**src/rtl/rvm_sim_monitor.sv**
```systemverilog
// rvm_sim_monitor: snoops accepted accesses on the rvm_core memory bus, counts
// run cycles and ends a run on a watch-address hit, an Nth-hit condition or a
// cycle timeout. The outcome is held in sticky status registers until reset or re-arm.
module rvm_sim_monitor #(
    parameter int                ADDR_W    = 32,
    parameter int                N_WATCH   = 4,
    parameter int                CNT_W     = 32,
    parameter int                HIT_W     = 4,
    parameter logic [ADDR_W-1:0] ADDR_MASK = 32'h0FFF_FFFF,
    localparam int               IDX_W     = (N_WATCH > 1) ? $clog2(N_WATCH) : 1
) (
    input  logic              clk,
    input  logic              reset,
    input  logic              cfg_we,
    input  logic [IDX_W-1:0]  cfg_idx,
    input  logic [ADDR_W-1:0] cfg_addr,
    input  logic [1:0]        cfg_kind,
    input  logic [HIT_W-1:0]  cfg_hits,
    input  logic [CNT_W-1:0]  max_cycles,
    input  logic              arm,
    input  logic [ADDR_W-1:0] mem_addr,
    input  logic              mem_c_en,
    input  logic              mem_stall,
    output logic              busy,
    output logic              done,
    output logic              pass,
    output logic [1:0]        cause,
    output logic [IDX_W-1:0]  hit_idx,
    output logic [CNT_W-1:0]  cycle_count
);

    localparam logic [1:0] KIND_OFF  = 2'b00;
    localparam logic [1:0] KIND_PASS = 2'b01;
    localparam logic [1:0] KIND_FAIL = 2'b10;
    localparam logic [1:0] KIND_HALT = 2'b11;

    localparam logic [HIT_W-1:0] HIT_ZERO = {HIT_W{1'b0}};
    localparam logic [HIT_W-1:0] HIT_ONE  = {{(HIT_W-1){1'b0}}, 1'b1};
    localparam logic [HIT_W-1:0] HIT_MAX  = {HIT_W{1'b1}};
    localparam logic [CNT_W-1:0] CNT_ZERO = {CNT_W{1'b0}};
    localparam logic [CNT_W-1:0] CNT_ONE  = {{(CNT_W-1){1'b0}}, 1'b1};
    localparam logic [CNT_W-1:0] CNT_MAX  = {CNT_W{1'b1}};

    typedef enum logic [1:0] {
        ST_IDLE = 2'd0,
        ST_RUN  = 2'd1,
        ST_DONE = 2'd2
    } state_t;

    // Arbitration weight of a channel kind: fail beats halt beats pass.
    function automatic logic [1:0] kind_rank(input logic [1:0] kind);
        logic [1:0] rank;
        case (kind)
            KIND_FAIL: rank = 2'd3;
            KIND_HALT: rank = 2'd2;
            KIND_PASS: rank = 2'd1;
            default:   rank = 2'd0;
        endcase
        return rank;
    endfunction

    state_t            state_r;
    logic [CNT_W-1:0]  lim_r;
    logic [ADDR_W-1:0] addr_r    [N_WATCH];
    logic [1:0]        kind_r    [N_WATCH];
    logic [HIT_W-1:0]  hits_r    [N_WATCH];
    logic [HIT_W-1:0]  hit_cnt_r [N_WATCH];

    logic              qual_s;
    logic [N_WATCH-1:0] match_s;
    logic [N_WATCH-1:0] fire_s;
    logic [HIT_W-1:0]  thr_s      [N_WATCH];
    logic [HIT_W-1:0]  hit_next_s [N_WATCH];
    logic              win_any_s;
    logic [IDX_W-1:0]  win_idx_s;
    logic [1:0]        win_kind_s;
    logic [1:0]        win_rank_s;
    logic              take_s;
    logic              timeout_s;
    logic [CNT_W-1:0]  cnt_next_s;

    // Per-channel address match, saturating hit-count update and fire decision.
    always_comb begin
        qual_s = mem_c_en & ~mem_stall;
        for (int i = 0; i < N_WATCH; i++) begin
            match_s[i]    = (kind_r[i] != KIND_OFF) && qual_s &&
                            ((mem_addr & ADDR_MASK) == (addr_r[i] & ADDR_MASK));
            thr_s[i]      = (hits_r[i] == HIT_ZERO) ? HIT_ONE : hits_r[i];
            hit_next_s[i] = (match_s[i] && (hit_cnt_r[i] != HIT_MAX)) ?
                            (hit_cnt_r[i] + HIT_ONE) : hit_cnt_r[i];
            fire_s[i]     = match_s[i] && (hit_next_s[i] >= thr_s[i]);
        end
    end

    // Pick the winning channel among simultaneous fires; strict compare keeps the lowest index on ties.
    always_comb begin
        win_any_s  = 1'b0;
        win_idx_s  = {IDX_W{1'b0}};
        win_kind_s = KIND_OFF;
        win_rank_s = 2'd0;
        take_s     = 1'b0;
        for (int i = 0; i < N_WATCH; i++) begin
            take_s     = fire_s[i] && (kind_rank(kind_r[i]) > win_rank_s);
            win_any_s  = take_s ? 1'b1 : win_any_s;
            win_idx_s  = take_s ? IDX_W'(i) : win_idx_s;
            win_kind_s = take_s ? kind_r[i] : win_kind_s;
            win_rank_s = take_s ? kind_rank(kind_r[i]) : win_rank_s;
        end
    end

    // Saturating cycle counter increment and timeout detection on the pre-increment value.
    always_comb begin
        cnt_next_s = (cycle_count == CNT_MAX) ? cycle_count : (cycle_count + CNT_ONE);
        timeout_s  = (lim_r != CNT_ZERO) && (cycle_count == (lim_r - CNT_ONE));
    end

    // Run-control state machine, channel configuration and registered status outputs.
    always_ff @(posedge clk) begin
        if (reset) begin
            state_r     <= ST_IDLE;
            lim_r       <= CNT_ZERO;
            busy        <= 1'b0;
            done        <= 1'b0;
            pass        <= 1'b0;
            cause       <= KIND_OFF;
            hit_idx     <= {IDX_W{1'b0}};
            cycle_count <= CNT_ZERO;
            for (int i = 0; i < N_WATCH; i++) begin
                addr_r[i]    <= {ADDR_W{1'b0}};
                kind_r[i]    <= KIND_OFF;
                hits_r[i]    <= HIT_ZERO;
                hit_cnt_r[i] <= HIT_ZERO;
            end
        end else begin
            case (state_r)
                ST_IDLE, ST_DONE: begin
                    // Config is only writable outside a run; a write alongside arm applies to that run.
                    for (int i = 0; i < N_WATCH; i++) begin
                        if (cfg_we && (cfg_idx == IDX_W'(i))) begin
                            addr_r[i] <= cfg_addr;
                            kind_r[i] <= cfg_kind;
                            hits_r[i] <= cfg_hits;
                        end
                    end
                    if (arm) begin
                        state_r     <= ST_RUN;
                        lim_r       <= max_cycles;
                        busy        <= 1'b1;
                        done        <= 1'b0;
                        pass        <= 1'b0;
                        cause       <= KIND_OFF;
                        hit_idx     <= {IDX_W{1'b0}};
                        cycle_count <= CNT_ZERO;
                        for (int i = 0; i < N_WATCH; i++) begin
                            hit_cnt_r[i] <= HIT_ZERO;
                        end
                    end
                end
                ST_RUN: begin
                    cycle_count <= cnt_next_s;
                    for (int i = 0; i < N_WATCH; i++) begin
                        hit_cnt_r[i] <= hit_next_s[i];
                    end
                    if (win_any_s) begin
                        state_r <= ST_DONE;
                        busy    <= 1'b0;
                        done    <= 1'b1;
                        pass    <= (win_kind_s == KIND_PASS);
                        cause   <= win_kind_s;
                        hit_idx <= win_idx_s;
                    end else if (timeout_s) begin
                        state_r <= ST_DONE;
                        busy    <= 1'b0;
                        done    <= 1'b1;
                        pass    <= 1'b0;
                        cause   <= KIND_OFF;
                        hit_idx <= {IDX_W{1'b0}};
                    end
                end
                default: begin
                    state_r <= ST_IDLE;
                    busy    <= 1'b0;
                end
            endcase
        end
    end

endmodule

```
**config.mk**
```make
export PLATFORM = sky130hd
export DESIGN_NAME = rvm_sim_monitor
export DESIGN_NICKNAME = d
export VERILOG_FILES = /design/src/rtl/rvm_sim_monitor.sv
export SDC_FILE = /design/constraint.sdc
export NUM_CORES = 1
export LEC_CHECK = 0
export BUFFER_PORTS_ARGS = -buffer_cell sky130_fd_sc_hd__buf_2
export CORE_MARGIN = 4
export CORE_UTILIZATION = 35
export CTS_BUF_LIST = sky130_fd_sc_hd__clkbuf_4 sky130_fd_sc_hd__clkbuf_8
export CTS_CLUSTER_DIAMETER = 80
export DETAILED_ROUTE_END_ITERATION = 12
export GPL_ROUTABILITY_DRIVEN = 0
export PLACE_DENSITY = 0.63
export SYNTH_ARGS = -nofsm -noshare
export SYNTH_HDL_FRONTEND = slang
export SYNTH_SLANG_ARGS = --single-unit
```
**constraint.sdc**
```tcl
create_clock -name clk -period 8.7 [get_ports clk]
set_input_delay 0.435 -clock clk [delete_from_list [all_inputs] [get_ports clk]]
set_output_delay 0.435 -clock clk [all_outputs]
set_load 0.03 [all_outputs]
```
Yosys cells after proc, flatten, opt, wreduce, memory -nomap -nowiden
Memories as Yosys holds them, arrays and structs flattened.
Index checks and enable logic that the tools add are counted.
{"block": "op_classes", "add_sub_neg": 6, "order_cmp": 8, "eq_ne": 31, "mux": 94, "bitwise": 22, "n_reduce_logical": 42}
{"operator": "$mux W32", "count": 6}
{"operator": "$eq A28 B28 Y1", "count": 4}
{"operator": "$mux W4", "count": 20}
{"operator": "$pmux W32 S2", "count": 1}
{"operator": "$mux W2", "count": 20}
{"operator": "$mux W1", "count": 37}
{"operator": "$add A32 B1 Y32 const B", "count": 1}
{"operator": "$eq A32 B32 Y1", "count": 1}
{"operator": "$eq A32 B32 Y1 const B", "count": 1}
{"operator": "$reduce_bool A32 Y1", "count": 1}
{"operator": "$sub A32 B1 Y32 const B", "count": 1}
{"operator": "$logic_and A1 B1 Y1", "count": 25}
{"operator": "$pmux W2 S3", "count": 4}
{"operator": "$eq A2 B2 Y1 const B", "count": 11}
{"operator": "$or A1 B1 Y1", "count": 20}
{"operator": "$add A4 B1 Y4 const B", "count": 4}
{"operator": "$ge A4 B4 Y1", "count": 4}
{"operator": "$logic_not A4 Y1", "count": 4}
{"operator": "$ne A4 B4 Y1 const B", "count": 4}
{"operator": "$eq A2 B1 Y1 const B", "count": 7}
{"operator": "$pmux W2 S2", "count": 3}
{"operator": "$reduce_bool A2 Y1", "count": 5}
{"operator": "$gt A2 B2 Y1", "count": 3}
{"operator": "$pmux W1 S2", "count": 3}
{"operator": "9 further kinds", "count": 13}
{"block": "word_totals", "ff_bits": 73, "ramBits": 168, "in_bits": 110, "out_inout_bits": 39, "memories": 4}
{"memory": "addr_r", "depth": 4, "word_bits": 32, "read_ports": 4, "rd_ports_with_merged_regs": 0, "write_ports": 4, "line_no": "64", "text": "logic [ADDR_W-1:0] addr_r [N_WATCH];"}
{"memory": "hit_cnt_r", "depth": 4, "word_bits": 4, "read_ports": 4, "rd_ports_with_merged_regs": 0, "write_ports": 4, "line_no": "67", "text": "logic [HIT_W-1:0] hit_cnt_r [N_WATCH];"}
{"memory": "hits_r", "depth": 4, "word_bits": 4, "read_ports": 4, "rd_ports_with_merged_regs": 0, "write_ports": 4, "line_no": "66", "text": "logic [HIT_W-1:0] hits_r [N_WATCH];"}
{"memory": "kind_r", "depth": 4, "word_bits": 2, "read_ports": 4, "rd_ports_with_merged_regs": 0, "write_ports": 4, "line_no": "65", "text": "logic [1:0] kind_r [N_WATCH];"}

Longest topological paths before layout
Gate-level depths: netlist of run 1.
{"block": "depth", "ltp_word": 22, "depth_mapped": 35, "depth_no_buf": 34}

Least setup slack after synthesis of run 1
OpenSTA, ideal clock, no wires.
{"block": "synth_timing", "path_type": "input -> register", "startpoint": "in mem_addr[10]", "endpoint": "reg cause[0]", "t_arrival_ns": 6.747, "path_slack_ns": 1.884, "path_stages": 31, "n_path_buf": 1, "path_cell_list": "xnor2_1 > nand4_1 > nor4bb_1 > nand4_1 > a31o_2 > mux2_2 > ha_1 > a21o_1 > a21o_1 > a21oi_1 > nand2b_1 > or3_1 > ha_1 > nor2b_1 > o21ai_0 > a211oi_1 > nand2_1 > mux2_2 > ha_1 > nand2_1 > o221ai_1 > or4_1 > buf_2 > mux2_2 > ha_1 > a211oi_1 > nand4bb_4 > and2_4 > a31o_1 > a211oi_2 > o21bai_2"}
{"item": "from (decl)", "line_no": "21", "text": "input logic [ADDR_W-1:0] mem_addr,"}
{"item": "to (signal assigned)", "line_no": "169", "text": "cause <= win_kind_s;"}
{"item": "to (decl)", "line_no": "27", "text": "output logic [1:0] cause,"}

==> results.sh, run 1 <==
export IMPL_initial_utilization_pct=35.8
export IMPL_avgSynthCellArea_um2=10.2
export IMPL_finalSetupTns_ns=0
export IMPL_clock_skew_ns=0.0336
export IMPL_rsz0062_at_grt="no"
export IMPL_cp_slowest_cell="or4_1"
export IMPL_cp_start_kind="flip-flop"
export IMPL_drc=0
export IMPL_cp_required_ns=9.20
export IMPL_cpMostUsedCell="ha_1"
export IMPL_end_kind="flip-flop"
export IMPL_maxCapViolCount=0
export IMPL_worst_pin_slew_ns=0.919
export IMPL_antenna_found_initial=0
export IMPL_grt_start_max_net_pins=45
export IMPL_numCtsBuffers=41
export IMPL_grt_pass1_vias=9641
export IMPL_status="finished clean"
export IMPL_nNetsFinal=1558
export IMPL_diodes=0
export IMPL_numPortBuffers=140
export IMPL_synth_area_leaders="edfxtp_1, dfxtp_1, xnor2_1"
export IMPL_slew_headroom_pct=38.8
export IMPL_grt_pass1_wl_mm=55.8
export IMPL_wl_met2_mm=17.5
export IMPL_overflow=0
export IMPL_synth_top_area_share_pct=34.7
export IMPL_drv_slew=0
export IMPL_fin_crit_ns=8.06
export IMPL_fill_cells=3467
export IMPL_netlist_area_um2=12800
export IMPL_clkTransAtPathRegs_ns=0.07
export IMPL_post_cts_buffers=0
export IMPL_dieArea_um2=39700
export IMPL_ant_nets=0
export IMPL_synth_edff_count=148
export IMPL_synth_warnings=0
export IMPL_areaGrowthSynthToFinish_pct=16.2
export IMPL_layout_commonest_cell="and2_1"
export IMPL_core_area_um2=35800
export IMPL_num_vias=10000
export IMPL_synth_net_count=1408
export IMPL_drtIter0Drc=587
export IMPL_ir_drop_v=0.000144
export IMPL_cts_resized=0
export IMPL_multi_input_area_um2=6560
export IMPL_cts_htree_levels=2
export IMPL_cts_tree="built"
export IMPL_fmax_ghz=0.124
export IMPL_io_pins=149
export IMPL_wl_per_cell_um=19.2
export IMPL_placed_area_um2=14100
export IMPL_max_clock_path_buffers=3
export IMPL_final_cell_mix="and2_1, edfxtp_1, buf_2, nand2_1, xnor2_1"
export IMPL_instances_no_fill=1898
export IMPL_drt_met1_wl_mm=15.9
export IMPL_crit_type="flip-flop to flip-flop"
export IMPL_finalCritPeriodShare_pct=92.6
export IMPL_ys_flop_type="edfxtp_1"
export IMPL_die_w_um=199
export IMPL_root_buffer="clkbuf_8"
export IMPL_route_met3_wl_mm=2.30
export IMPL_crit_path_max_incr_delay_ns=0.61
export IMPL_routed_wl_mm=36.5
export IMPL_rows=69
export IMPL_synth_largest_area_cell="edfxtp_1"
export IMPL_final_layout_size_suffix_gt1_share_pct=19.1
export IMPL_hpwl_mm=26.8
export IMPL_clkSinkCount=225
export IMPL_async_flop_share_pct=0
export IMPL_firstDrtPassIters=5
export IMPL_top_layer="met4"
export IMPL_insertion_delay_ns=0.59
export IMPL_arrival_ns=8.55
export IMPL_p_leak_nw=5.73
export IMPL_power_density_nw_per_um2=177
export IMPL_dp_cells=1825
export IMPL_vias_per_cell=5.29
export IMPL_setup_viol_count_final=0
export IMPL_hold_violations=0
export IMPL_ys_ff_latch=225
export IMPL_fin_util_pct=41.6
export IMPL_regArea_um2=5990
export IMPL_synthCells=1257
export IMPL_grt_usage_pct=18.1
export IMPL_ys_seq_area_share_pct=46.7
export IMPL_crit_fanout=7
export IMPL_min_path_type="input port to flip-flop"
export IMPL_fin_area_um2=14900
export IMPL_die_y_um=199
export IMPL_holdBufCountCts=0
export IMPL_ys_types=82
-- power breakdown --
part / total [mW] / internal (mW) / leakage, nW / switching [mW]
Clock: 1.04 / 0.571 / 0.441 / 0.465
Combinational: 0.363 / 0.138 / 3.11 / 0.225
Sequential: 1.23 / 1.19 / 2.18 / 0.0399
Total: 2.63 / 1.90 / 5.73 / 0.730
-- stage by stage --
stage	setup WS (ns)	hold WS [ns]	power (mW)
final	0.644	0.0806	2.63
after global routing	0.176	0.0626	2.74
after CTS	0.670	0.0369	2.66
after detailed placement	0.503	0.440	1.62
after global placement	0.597	0.431	1.61
after floorplan	1.88	0.461	1.48
-- final timing paths --
path	slack, ns	cells past startpoint	to	start
worst max-delay path	0.64	32	cause[0]	addr_r[0][14]
worst min-delay path	0.08	3	lim_r[20]	max_cycles[20]
worst max register to register	0.64	32	cause[0]	addr_r[0][14]
worst min register to register	0.45	1	done	done
-- cells by family (layout without fill, tap and decap cells) --
logic type,count (synthesis),after routing,share of synthesized area (%)
DFF,225,225,46.7
AOI/OAI and AO/OA,144,144,7.64
and+or+nand+nor,571,571,25.5
muxes,11,11,0.938
buffers and inverters,83,263,2.66
xor gates and xnor gates,182,182,12.5
adders and majority gates,41,41,4.00
-- cell usage after synthesis (all sizes together) (30+ instances only) --
master	number
a21oi	57
edfxtp	148
inv	38
nand2	120
clkbuf	31
nand4	47
nor2	70
ha	41
and2	153
xor2	70
xnor2	111
nor4	41
dfxtp	77
nand3	30
-- area by class of cell --
type,instances,area share [%]
clock buffers,59,4.91
clock inverters,14,0.681
inverters,38,0.958
multi-input cells,949,44.1
flip-flops and latches,225,40.2
well taps,461,3.87
repair buffers,152,5.31
-- routing by layer --
layer	vias up	track usage, %
met5	-	0
met4	0	5.58
met3	58	3.64
met2	336	30.1
met1	4850	23.8
li1	4797	-
-- flip-flops by register name, indices dropped and copies added (netlist names) --
signal       cells
cycle_count     32
done             1
cause            2
kind_r           8
addr_r         112
hit_idx          2
hit_cnt_r       16
hits_r          16
pass             1
state_r          2
lim_r           32
busy             1
-- critical path: cells and delay by family (launching register included) --
| kind | cells | cell delay (ns) |
|---|---|---|
| simple gates | 12 | 3.07 |
| compound gates | 13 | 2.46 |
| fa+ha+maj | 4 | 1.14 |
| mux | 2 | 0.61 |
| flops | 1 | 0.38 |
| xor+xnor | 1 | 0.28 |
Note: power is estimated with default switching activity, not from simulation.
==> run 2: changes to the inputs <==
- ABC_AREA: unset -> 1
==> results.sh, run 2 <==
export IMPL_top_register="addr_r"
export IMPL_cts_resized=0
export IMPL_crit_fanout=6
export IMPL_ant_nets=0
export IMPL_synth_warnings=0
export IMPL_cp_required_ns=9.20
export IMPL_crit_type="flip-flop to flip-flop"
export IMPL_grt_pass1_wl_mm=69.0
export IMPL_hold_violations=0
export IMPL_drtIter0Drc=1069
export IMPL_synth_area_leaders="edfxtp_1, nand2_1, dfxtp_1"
export IMPL_clock_skew_ns=0.0506
export IMPL_core_area_um2=39800
export IMPL_max_clock_path_buffers=3
export IMPL_grt_start_max_net_pins=52
export IMPL_min_path_type="input port to flip-flop"
export IMPL_maxCapViolCount=0
export IMPL_dieArea_um2=43700
export IMPL_nNetsFinal=2262
export IMPL_holdBufCountCts=0
export IMPL_insertion_delay_ns=0.62
export IMPL_whs_ns=0.0449
export IMPL_cpMostUsedCell="inv_1"
export IMPL_numPortBuffers=140
export IMPL_rows=73
export IMPL_worst_pin_slew_ns=1.12
export IMPL_largest_register_ffs=112
export IMPL_initial_utilization_pct=35.5
export IMPL_drc=0
export IMPL_final_cell_mix="nand2_1, nor2_1, inv_1, edfxtp_1, buf_2"
export IMPL_avgSynthCellArea_um2=7.24
export IMPL_yosysMostFrequentCell="nand2_1"
export IMPL_power_density_nw_per_um2=178
export IMPL_hpwl_mm=34.4
export IMPL_synth_net_count=2107
export IMPL_slew_headroom_pct=25.3
export IMPL_die_w_um=209
export IMPL_ys_flop_type="edfxtp_1"
export IMPL_synthCells=1956
export IMPL_cts_htree_levels=2
export IMPL_place_ws_ns=2.19
export IMPL_finalCritPeriodShare_pct=74.6
export IMPL_root_buffer="clkbuf_8"
export IMPL_synth_largest_area_cell="edfxtp_1"
export IMPL_cts_tree="built"
export IMPL_cp_start_kind="flip-flop"
export IMPL_status="finished clean"
export IMPL_clkTransAtPathRegs_ns=0.06
export IMPL_drv_slew=0
export IMPL_wl_per_cell_um=16.8
export IMPL_final_layout_size_suffix_gt1_share_pct=13.0
export IMPL_num_vias=13300
export IMPL_rsz0062_at_grt="no"
export IMPL_io_pins=149
export IMPL_routed_wl_mm=44.9
export IMPL_fin_crit_ns=6.49
export IMPL_areaGrowthSynthToFinish_pct=15.7
export IMPL_crit_path_max_incr_delay_ns=0.37
export IMPL_ys_types=48
export IMPL_fill_cells=4158
export IMPL_cp_slowest_cell="edfxtp_1"
export IMPL_arrival_ns=6.99
export IMPL_finalSetupTns_ns=0
export IMPL_async_flop_share_pct=0
export IMPL_overflow=0
export IMPL_antenna_found_initial=3
export IMPL_die_y_um=209
export IMPL_netlist_area_um2=14200
export IMPL_ir_drop_v=0.000107
export IMPL_rrSetupSlack_ns=2.21
export IMPL_end_kind="flip-flop"
export IMPL_grt_pass1_vias=12700
export IMPL_vias_per_cell=4.97
export IMPL_numCtsBuffers=43
export IMPL_post_cts_buffers=0
export IMPL_reg_top3="addr_r (112), cycle_count (32), lim_r (32)"
export IMPL_fmax_ghz=0.154
export IMPL_regArea_um2=5990
export IMPL_synth_edff_count=148
export IMPL_multi_input_area_um2=6890
export IMPL_synth_common_cells="nand2_1, nor2_1, inv_1"
export IMPL_setup_viol_count_final=0
export IMPL_firstDrtPassIters=6
export IMPL_p_leak_nw=7.60
export IMPL_ys_seq_area_share_pct=42.3
export IMPL_clkSinkCount=225
export IMPL_layout_commonest_cell="nand2_1"
export IMPL_synth_top_area_share_pct=31.4
export IMPL_grt_usage_pct=19.9
export IMPL_placed_area_um2=15400
export IMPL_setup_ws_ns=2.21
export IMPL_ys_ff_latch=225
export IMPL_fin_area_um2=16400
==> run 2: cell types whose count changed in the layout (fill, tap and decap cells not counted), sizes merged, moves of 11 or more <==
| cell | before | now |
|---|---|---|
| and2 | 153 | 4 |
| o21ai | 11 | 67 |
| nand3 | 30 | 77 |
| nor2 | 70 | 402 |
| nor3 | 27 | 42 |
| xor2 | 70 | 38 |
| nand2 | 120 | 500 |
| inv | 38 | 301 |
| xnor2 | 111 | 41 |
| nand2b | 12 | 1 |
| nor4 | 41 | 15 |
==> run 2: critical path, delay by kind of cell, from the launching register on <==
| family | cells | cell delay, ns |
|---|---|---|
| DFF | 1 | 0.37 |
| AOI/OAI and AO/OA | 7 | 0.96 |
| buffers and inverters | 9 | 0.70 |
| adders and majority gates | 5 | 1.29 |
| and+or+nand+nor | 23 | 2.81 |
| xor gates and xnor gates | 1 | 0.21 |
==> run 2: logic make-up (layout without fill, tap and decap cells) <==
family                   count (synthesis)  after routing  share of synthesized area, %
adder cells (fa/ha/maj)                 41             41                          3.62
buffers and inverters                  338            525                          9.03
multiplexers                             1              1                        0.0707
other                                    0              1                             0
flip-flops                             225            225                          42.3
AO/OA/AOI/OAI                          160            160                          6.29
AND/OR/NAND/NOR                       1112           1112                          33.8
XOR/XNOR                                79             79                          4.89
==> run 2: area by class of cell <==
| type | instances | area share, % |
|---|---|---|
| repair buffers | 145 | 4.51 |
| multi-input cells | 1393 | 42.1 |
| flip-flops and latches | 225 | 36.5 |
| well taps | 525 | 4.01 |
| clock buffers | 60 | 4.58 |
| diodes | 1 | 0.0153 |
| clock inverters | 17 | 1.34 |
| inverters | 303 | 6.94 |
==> run 2: final timing paths <==
check / from / end / cells after the start
max: kind_r[0][1] / pass / 45
min: max_cycles[30] / lim_r[30] / 3
max reg2reg: kind_r[0][1] / pass / 45
min reg2reg: hit_idx[0] / hit_idx[0] / 2
==> run 2: power breakdown <==
| group | internal, mW | total (mW) | leakage [nW] | switching (mW) |
|---|---|---|---|---|
| Sequential | 1.20 | 1.25 | 2.18 | 0.0458 |
| Combinational | 0.146 | 0.472 | 4.92 | 0.326 |
| Clock | 0.709 | 1.20 | 0.501 | 0.487 |
==> run 2: layer usage <==
metal	GRT usage, %	part of all wire, %
met3	3.98	8.1
met5	0	0.076
met2	32.2	45
met4	7.18	3.5
met1	26.7	43
==> run 2: stage by stage <==
stage,total power [mW],instances,util (%)
after floorplan,1.58,1956,-
after global placement,1.72,2591,38.7
after detailed placement,1.74,2591,38.7
after CTS,2.93,2668,41.1
after global routing,3.05,2668,41.1
final,2.92,2669,41.1
